==> src/rtl/fence_seq_ctrl.sv <==
// Fence sequencer: drains stores, optionally flushes the D$, invalidates I$/TLB, then flushes the pipeline.
// Define FENCE_SEQ_TIMEOUT_EN to enable the DRAIN/DFLUSH watchdog; without it timeout_o is tied low.
module fence_seq_ctrl #(
  parameter int unsigned DCACHE_FLUSH_ON_FENCE = 0,
  parameter int unsigned XLEN                  = 64,
  parameter int unsigned ASID_W                = 16,
  parameter int unsigned TIMEOUT_CYCLES        = 1023
) (
  input  logic              clk_i,
  input  logic              rst_ni,
  input  logic              req_valid_i,
  output logic              req_ready_o,
  input  logic [1:0]        req_type_i,
  input  logic [XLEN-1:0]   vaddr_i,
  input  logic [ASID_W-1:0] asid_i,
  input  logic              no_st_pending_i,
  output logic              dcache_flush_o,
  input  logic              dcache_flush_ack_i,
  output logic              icache_flush_o,
  output logic              tlb_flush_o,
  output logic [XLEN-1:0]   tlb_vaddr_o,
  output logic [ASID_W-1:0] tlb_asid_o,
  output logic              halt_frontend_o,
  output logic              flush_pipeline_o,
  output logic              done_o,
  output logic              timeout_o
);

  localparam logic [2:0] S_IDLE   = 3'd0;
  localparam logic [2:0] S_DRAIN  = 3'd1;
  localparam logic [2:0] S_DFLUSH = 3'd2;
  localparam logic [2:0] S_INVAL  = 3'd3;
  localparam logic [2:0] S_DONE   = 3'd4;

  logic [2:0] state_q, state_d;
  logic [1:0] type_q;
  logic       accept;
  logic       waiting;
  logic       normal_exit;
  logic       needs_dflush;
  logic       to_fire;

  assign accept       = (state_q == S_IDLE) && req_valid_i;
  assign waiting      = (state_q == S_DRAIN) || (state_q == S_DFLUSH);
  assign normal_exit  = ((state_q == S_DRAIN) && no_st_pending_i) ||
                        ((state_q == S_DFLUSH) && dcache_flush_ack_i);
  // Only plain FENCE (00) and FENCE.I (01) take the D$ flush; SFENCE variants never do.
  assign needs_dflush = (DCACHE_FLUSH_ON_FENCE != 0) && !type_q[1];

`ifdef FENCE_SEQ_TIMEOUT_EN
  localparam int unsigned      CNT_W   = $clog2(TIMEOUT_CYCLES + 1);
  localparam logic [CNT_W-1:0] CNT_LIM = CNT_W'(TIMEOUT_CYCLES);

  logic [CNT_W-1:0] cnt_q;
  logic [CNT_W-1:0] cnt_inc;
  logic             timeout_q;

  // The count spans DRAIN and DFLUSH together and pins at the limit, so a flush
  // entered with the budget already spent times out on its first cycle.
  assign cnt_inc = (cnt_q == CNT_LIM) ? CNT_LIM : cnt_q + CNT_W'(1);
  assign to_fire = waiting && (cnt_inc == CNT_LIM) && !normal_exit;

  always_ff @(posedge clk_i or negedge rst_ni) begin
    if (!rst_ni) begin
      cnt_q     <= '0;
      timeout_q <= 1'b0;
    end else if (accept) begin
      cnt_q     <= '0;
      timeout_q <= 1'b0;
    end else begin
      if (waiting) cnt_q <= cnt_inc;
      if (to_fire) timeout_q <= 1'b1;
    end
  end

  assign timeout_o = timeout_q;
`else
  assign to_fire   = 1'b0;
  assign timeout_o = 1'b0;
`endif

  always_comb begin
    state_d = state_q;
    case (state_q)
      S_IDLE:   if (req_valid_i) state_d = S_DRAIN;
      S_DRAIN: begin
        if (no_st_pending_i) state_d = needs_dflush ? S_DFLUSH : S_INVAL;
        else if (to_fire)    state_d = S_INVAL;
      end
      S_DFLUSH: if (dcache_flush_ack_i || to_fire) state_d = S_INVAL;
      S_INVAL:  state_d = S_DONE;
      S_DONE:   state_d = S_IDLE;
      default:  state_d = S_IDLE;
    endcase
  end

  always_ff @(posedge clk_i or negedge rst_ni) begin
    if (!rst_ni) begin
      state_q     <= S_IDLE;
      type_q      <= '0;
      tlb_vaddr_o <= '0;
      tlb_asid_o  <= '0;
    end else begin
      state_q <= state_d;
      if (accept) begin
        type_q      <= req_type_i;
        tlb_vaddr_o <= vaddr_i;
        tlb_asid_o  <= asid_i;
      end
    end
  end

  assign req_ready_o      = (state_q == S_IDLE);
  assign halt_frontend_o  = (state_q != S_IDLE);
  assign dcache_flush_o   = (state_q == S_DFLUSH);
  assign icache_flush_o   = (state_q == S_INVAL) && type_q[0];
  assign tlb_flush_o      = (state_q == S_INVAL) && type_q[1];
  assign flush_pipeline_o = (state_q == S_DONE);
  assign done_o           = (state_q == S_DONE);

endmodule
==> config.mk <==
export PLATFORM = sky130hd
export DESIGN_NAME = fence_seq_ctrl
export DESIGN_NICKNAME = d
export VERILOG_FILES = /design/src/rtl/fence_seq_ctrl.sv
export SDC_FILE = /design/constraint.sdc
export NUM_CORES = 1
export LEC_CHECK = 0
export ABC_CLOCK_PERIOD_IN_PS = 1600
export CAP_MARGIN = 10
export CELL_PAD_IN_SITES_DETAIL_PLACEMENT = 1
export CELL_PAD_IN_SITES_GLOBAL_PLACEMENT = 2
export CORE_ASPECT_RATIO = 0.5
export CORE_MARGIN = 2
export CORE_UTILIZATION = 24
export DETAILED_ROUTE_END_ITERATION = 10
export PLACE_DENSITY = 0.75
export SYNTH_ARGS = -nofsm -noshare
export SYNTH_HDL_FRONTEND = slang
export SYNTH_SLANG_ARGS = --single-unit
==> constraint.sdc <==
create_clock -name clk_i -period 1.6 [get_ports clk_i]
set_input_delay 0.32 -clock clk_i [delete_from_list [all_inputs] [get_ports clk_i]]
set_output_delay 0.32 -clock clk_i [all_outputs]
set_load 0.1 [all_outputs]
; ---- Word-level counts from Yosys, hierarchy flattened
; Index checks and enable logic that the tools add are counted.
[op_classes]
eq_ne = 7
n_reduce_logical = 6
n_mux = 4
[op_table]
columns = operator, n
row1 = one-hot mux 3 bit (4 select lines), 1
row2 = 2-to-1 mux 3 bit, 3
row3 = equality test 3 x 2 -> 1 bit (second input constant), 2
row4 = != test 2 bit (second input constant), 2
row5 = equality test 3 x 1 -> 1 bit (second input constant), 1
row6 = equality test 3 bit (second input constant), 1
row7 = logical AND 1 bit, 3
row8 = logical NOT 3 bit, 1
row9 = AND reduction 3 bit, 1
row10 = nonzero test 3 bit, 1
row11 = != test 2 x 1 -> 1 bit (second input constant), 1
[totals]
output_inout_bits = 88
reg_bits = 85
inputBits = 87

; ---- Depth between registers and ports, before layout
; Gate-level depths: netlist of run 1.
[logic_depth]
word_depth = 3
mapped_depth = 5
ltp_nobuf = 2

; ---- Worst setup path before layout of run 1
; OpenSTA, ideal clock, no wires.
[synth_path]
path_type = reg2out
from = register state_q[0]
to = output port flush_pipeline_o
stages_incl_launch_ff = 4
arrival_time_ps = 3318
setup_slack_ps = -2038
n_path_buf = 2
path_cell_list = dfrtp_1 buf_6 nor3b_1 buf_4
[synth_between]
elab_chain_len = 1
[synth_lines]
columns = element, line_no
row1 = start: declaration, 35  ; logic [2:0] state_q, state_d;
row2 = start signal: assignment, 104  ; state_q <= state_d;
row3 = equality test 3 bit, n/a
row4 = end: declaration, 24  ; output logic flush_pipeline_o,
; Every way passes these cells.

; ---- Worst setup path after layout of run 1
[layout_path]
from = register state_q[1]
to = register tlb_vaddr_o[50]
[layout_between]
elab_chain_len = 2
[layout_lines]
columns = element, line_no
row1 = logical NOT 3 bit, 43  ; assign accept = (state_q == S_IDLE) && req_valid_i;
row2 = logical AND 1 bit, 43
row3 = end signal: assignment, 107  ; tlb_vaddr_o <= vaddr_i;
row4 = end: declaration, 21  ; output logic [XLEN-1:0] tlb_vaddr_o,
; Every way passes these cells.
; A chain may end at the register's enable or synchronous reset.

==> results of run 1 <==
## state kept, by name (all words and copies together), names as in the netlist
register     count
state_q          3
tlb_asid_o      16
tlb_vaddr_o     64
type_q           2
## synthesized netlist by cell type, drive strengths merged
library cell,number
or3,1
a21oi,2
nand2b,1
nand3b,2
and2,2
buf,12
o21bai,1
conb,1
dfrtp,85
mux2,82
nor4b,1
inv,1
nor3b,2
and3b,1
## how the worst max path moves through the flow
| stage | from | endpoint | slack (ps) |
|---|---|---|---|
| after floorplan | state_q[0] | flush_pipeline_o | -370 |
| after global placement | req_valid_i | tlb_vaddr_o[42] | -260 |
| after detailed placement | req_valid_i | tlb_vaddr_o[41] | -300 |
| after CTS | state_q[2] | req_ready_o | -210 |
| after global routing | state_q[1] | tlb_vaddr_o[50] | -300 |
| final | state_q[1] | tlb_vaddr_o[50] | -230 |
## metal layers
layer,global-route usage (%),vias to the layer above
li1,-,1089
met1,19.5,1328
met2,28.5,42
met3,2.72,15
met4,5.28,0
met5,0,-
## through the flow
step                hold WS (ps)  setup WS [ps]
floorplan                   24.4           -372
global placement             271           -258
detailed placement           268           -296
CTS                          440           -205
global route                 480           -296
finish                       450           -233
## cell usage in the layout (no fill, tap or decap), types with 2 or more instances in the layout
cell type	synthesis	routed
dfrtp_1	85	82
buf_4	2	7
buf_8	0	3
clkinvlp_4	0	2
buf_16	0	5
clkbuf_16	0	10
and2_4	0	2
nor3b_4	0	2
buf_12	8	94
nand3b_1	2	2
clkbuf_1	0	2
clkdlybuf4s50_1	0	85
a21oi_1	2	2
clkbuf_8	0	2
bufinv_16	0	2
buf_6	2	9
mux2_4	80	82
dfrtp_2	0	3
## cell type report
cell class	instances	area, um2	area share (%)
clock buffer	13	260	3.62
clock inverter	3	67.6	0.939
inverter	1	7.51	0.104
multi-input combinational	96	1370	19.1
sequential	85	2130	29.6
tap	198	248	3.44
timing repair buffer	205	3100	43.2
## repair_timing
item,CTS,global route
pin swaps,5,4
resized for setup,16,12
cloned,6,1
hold buffers,1,0
setup endpoints to repair,84,89
endpoints found under the hold margin,23,0
buffers inserted,11,3
## logic make-up after synthesis
kind of cell | Yosys count | share of synthesized area, %
AND/OR/NAND/NOR | 10 | 2.16
other | 1 | 0.103
flip-flops | 85 | 58.2
buffers and inverters | 13 | 5.52
multiplexers | 82 | 33.5
AO/OA/AOI/OAI | 3 | 0.480
==> metrics.txt, run 1 <==
Critical Path AT 2050 ps; Starting Density 24.9%; Mapped Nets 281; Req. time, crit path 1820 ps; Clk Latency, worst-skew pair 340 ps; setup TNS -13310 ps; mean post-synth cell area 18.8 um2; RSZ-0062 raised after global routing yes; post-synthesis instance total 194; gpl congestion 0.701; Inserted Clock Buffers 9; clock skew after layout 6.26 ps; hpwl dp 8.51 mm; via/cell ratio 4.12; synth unique cells 17; Layout area overhead 96.9%; Post-Layout Inst Area 7190 um2; met3 WL 233 um; Ports 175; Final Util 49.1%; Worst Path Buf+Inv 4; cell mode on critical path buf_6; first-pass GRT wire length 19.0 mm; share of the synthesized area in the top cell type 58.2%; gr usage total 16.0%; Hold/Removal Path Class in -> async; fin crit share 115%; Setup crit end kind flip-flop; IO Port Bufs 173; Root Driver clkbuf_16; R2R Setup Slk -230 ps; Yosys warning total 0; Max-cap violations 0; dpl cells 566; Max FO, Critical Path 6; initial detailed-routing violation count 85; TritonCTS clock tree yes; FF+latch count, synth 85; critical setup path kind reg -> reg; Reg clk slew, reported paths 60 ps; # diodes 0; Finished Layout Cells 601; share of cells above drive strength 1 56.1%; Top Family by Delay on Critical Path buffers and inverters; Crit. path cell count 6; die area 16300 um2; max incr delay on CP 450 ps; failing checks setup timing; Slew Viols, Final 0; Clock Tree Buf Depth 2; Routed met1 length 5.09 mm; initial antenna violation count 0; DRT Pass-1 Iters 4; Site Rows 31; R2R Path End tlb_vaddr_o[50]; fill cell count 1397; Avg WL per Cell 20.9 um; Synth area leader dfrtp_1; Achievable Freq 546 MHz; Post-Syn Area 3650 um2; number of global-route vias before repair 2932; H-tree levels 3; Final ANT Viol Nets 0; worst reg-to-reg path cell count 6; r2r startpoint state_q[1]; largest net degree at the start of global routing 33; CTS sink count 85; Synth area leaders dfrtp_1 58%, mux2_4 33%, buf_12 4.4%; DRC viols 0; slowest library cell on the worst path dfrtp_2; Nets 485; Post-DP Area 6520 um2; Setup-failing EPs final 89; Die W 178 um; Top Layer Used met4; WL final 12.6 mm; min Tclk post-route 1830 ps; post-synthesis sequential area ratio 58.2%; Startpoint Class flip-flop; CP Cell Sequence buf_6 > nor4b_4 > buf_6 > buf_12 > buf_16 > mux2_4; WL met2 7.00 mm; Die Ht 91.2 um; worst setup margin -233 ps; core box area 14700 um2; grt ovf 0; status finished with violations; routed vias 2474; Fin. Hold Viols 0
Power of run 1 is left out: the tool's default activity adds up to more than one toggle a clock period on the data nets, which glitch-free logic cannot reach.
==> inputs of run 2 (changes only) <==
CORE_MARGIN = default   (was 2)
GPL_ROUTABILITY_DRIVEN = 0   (was default)
SLEW_MARGIN = 5   (was default)
==> run 2 against run 1 <==
Against the previous run:
- largest cell class unchanged
- wire length shrank 7.9%
- highest routed layer unchanged
- non-clock buffer count grew 1
- critical path type unchanged
- fmax is 3.1% lower
- die area shrank 3.3%
- worst hold slack worse by 3.8 ps
- the run still ends with setup timing left
==> metrics.txt, run 2 (same netlist as run 1, synthesis figures left out) <==
max incr delay on CP 410 ps; worst setup path end type_q[1]; worst setup margin -292 ps; most frequent cells in the layout 97 x buf_12, 85 x clkdlybuf4s50_1, 83 x dfrtp_1, 81 x mux2_4, 15 x buf_4; Layout area overhead 95.6%; Max FO, Critical Path 8; first-pass GRT wire length 16.9 mm; Setup crit end kind flip-flop; Req. time, crit path 1820 ps; Starting Density 24.9%; WL final 11.6 mm; Inserted Clock Buffers 9; via/cell ratio 4.00; # diodes 0; Critical Path AT 2110 ps; Slew Viols, Final 0; R2R Path End type_q[1]; Crit. path cell count 7; critical setup path kind reg -> reg; routed vias 2410; R2R Setup Slk -290 ps; gr usage total 14.6%; IO Port Bufs 173; Reg clk slew, reported paths 60 ps; initial antenna violation count 0; Top Family by Delay on Critical Path buffers and inverters; dpl cells 573; Root Driver clkbuf_16; Clk Latency, worst-skew pair 340 ps; failing checks setup timing; initial detailed-routing violation count 69; RSZ-0062 raised after global routing yes; Site Rows 31; Finished Layout Cells 602; DRT Pass-1 Iters 3; Ports 175; worst reg-to-reg path cell count 7; CTS sink count 85; Clock Tree Buf Depth 2; Achievable Freq 529 MHz; largest register by flop count tlb_vaddr_o; H-tree levels 3; min Tclk post-route 1890 ps; number of global-route vias before repair 2793; die area 15700 um2; CP Cell Sequence buf_4 > buf_4 > nor4b_4 > buf_4 > clkbuf_16 > buf_12 > mux2_4; share of cells above drive strength 1 56.2%; commonest non-fill, non-tap cell in the layout buf_12; slowest library cell on the worst path dfrtp_2; Die W 176 um; clock skew after layout 2.56 ps; max FFs per register 64; core box area 14700 um2; r2r startpoint state_q[1]; Final ANT Viol Nets 0; Worst Path Buf+Inv 5; Die Ht 89.2 um; hpwl dp 8.42 mm; status finished with violations; TritonCTS clock tree yes; Top Registers tlb_vaddr_o: 64 flops, tlb_asid_o: 16 flops, state_q: 3 flops; cell mode on critical path buf_4; Nets 486; Fin. Hold Viols 0; largest net degree at the start of global routing 32; fin crit share 118%; Hold/Removal Path Class in -> async; grt ovf 0; Max-cap violations 0; crit path launch state_q[1]; Startpoint Class flip-flop; Avg WL per Cell 19.2 um; Setup-failing EPs final 89; DRC viols 0
## run 2: cell types whose count changed in the layout (fill, tap and decap cells not counted), moves of 3 or more
cell / previous run / this run
buf_12: 94 / 97
buf_16: 5 / 0
buf_4: 7 / 15
buf_6: 9 / 4
## run 2: what timing repair did
action,4_1_cts,5_1_grt
hold buffers,1,0
resized for setup,7,7
cloned,0,1
setup endpoints to repair,10,89
setup buffers,5,6
pin swaps,5,1
endpoints found under the hold margin,23,0
## run 2: per-stage QoR
stage | util (%) | TNS (ps) | hold slack (ps) | setup slack, ps | instance area (um2)
floorplan | - | -649 | 24.4 | -372 | 3700
CTS | 48.1 | -13790 | 457 | -277 | 7050
detailed placement | 45.2 | -23140 | 269 | -323 | 6620
finish | 48.7 | -21780 | 446 | -292 | 7150
global route | 48.7 | -26820 | 472 | -349 | 7150
global placement | 45.2 | -21920 | 267 | -299 | 6620
## run 2: area by class of cell
cell class,count,area (um2)
Inverter,1,7.51
Clock inverter,3,90.1
Timing Repair Buffer,206,3030
Multi-Input combinational cell,96,1370
Fill cell,1394,7520
Clock buffer,13,270
Sequential cell,85,2130
Tap cell,198,248
## run 2: per-layer routing
layer  share of wire (%)  up-vias  wire length, um  global-route usage, %
li1                    -     1081                -                      -
met5                   0        -                0                      0
met3                 2.4       11              279                   3.27
met4                 1.2        0              140                   4.00
met2                  58       37             6670                   28.3
met1                  39     1281             4480                   16.4
## run 2: worst min path at each step
stage               depth (start not counted)    from  slack (ps)         endpoint
detailed placement                          1  rst_ni         270  tlb_vaddr_o[46]
finish                                      2  rst_ni         450  tlb_vaddr_o[45]
CTS                                         2  rst_ni         460  tlb_vaddr_o[50]
global route                                2  rst_ni         470  tlb_vaddr_o[45]
global placement                            1  rst_ni         270  tlb_vaddr_o[50]
floorplan                                   0  rst_ni          20       state_q[0]
Power of run 2 is left out for the same reason.
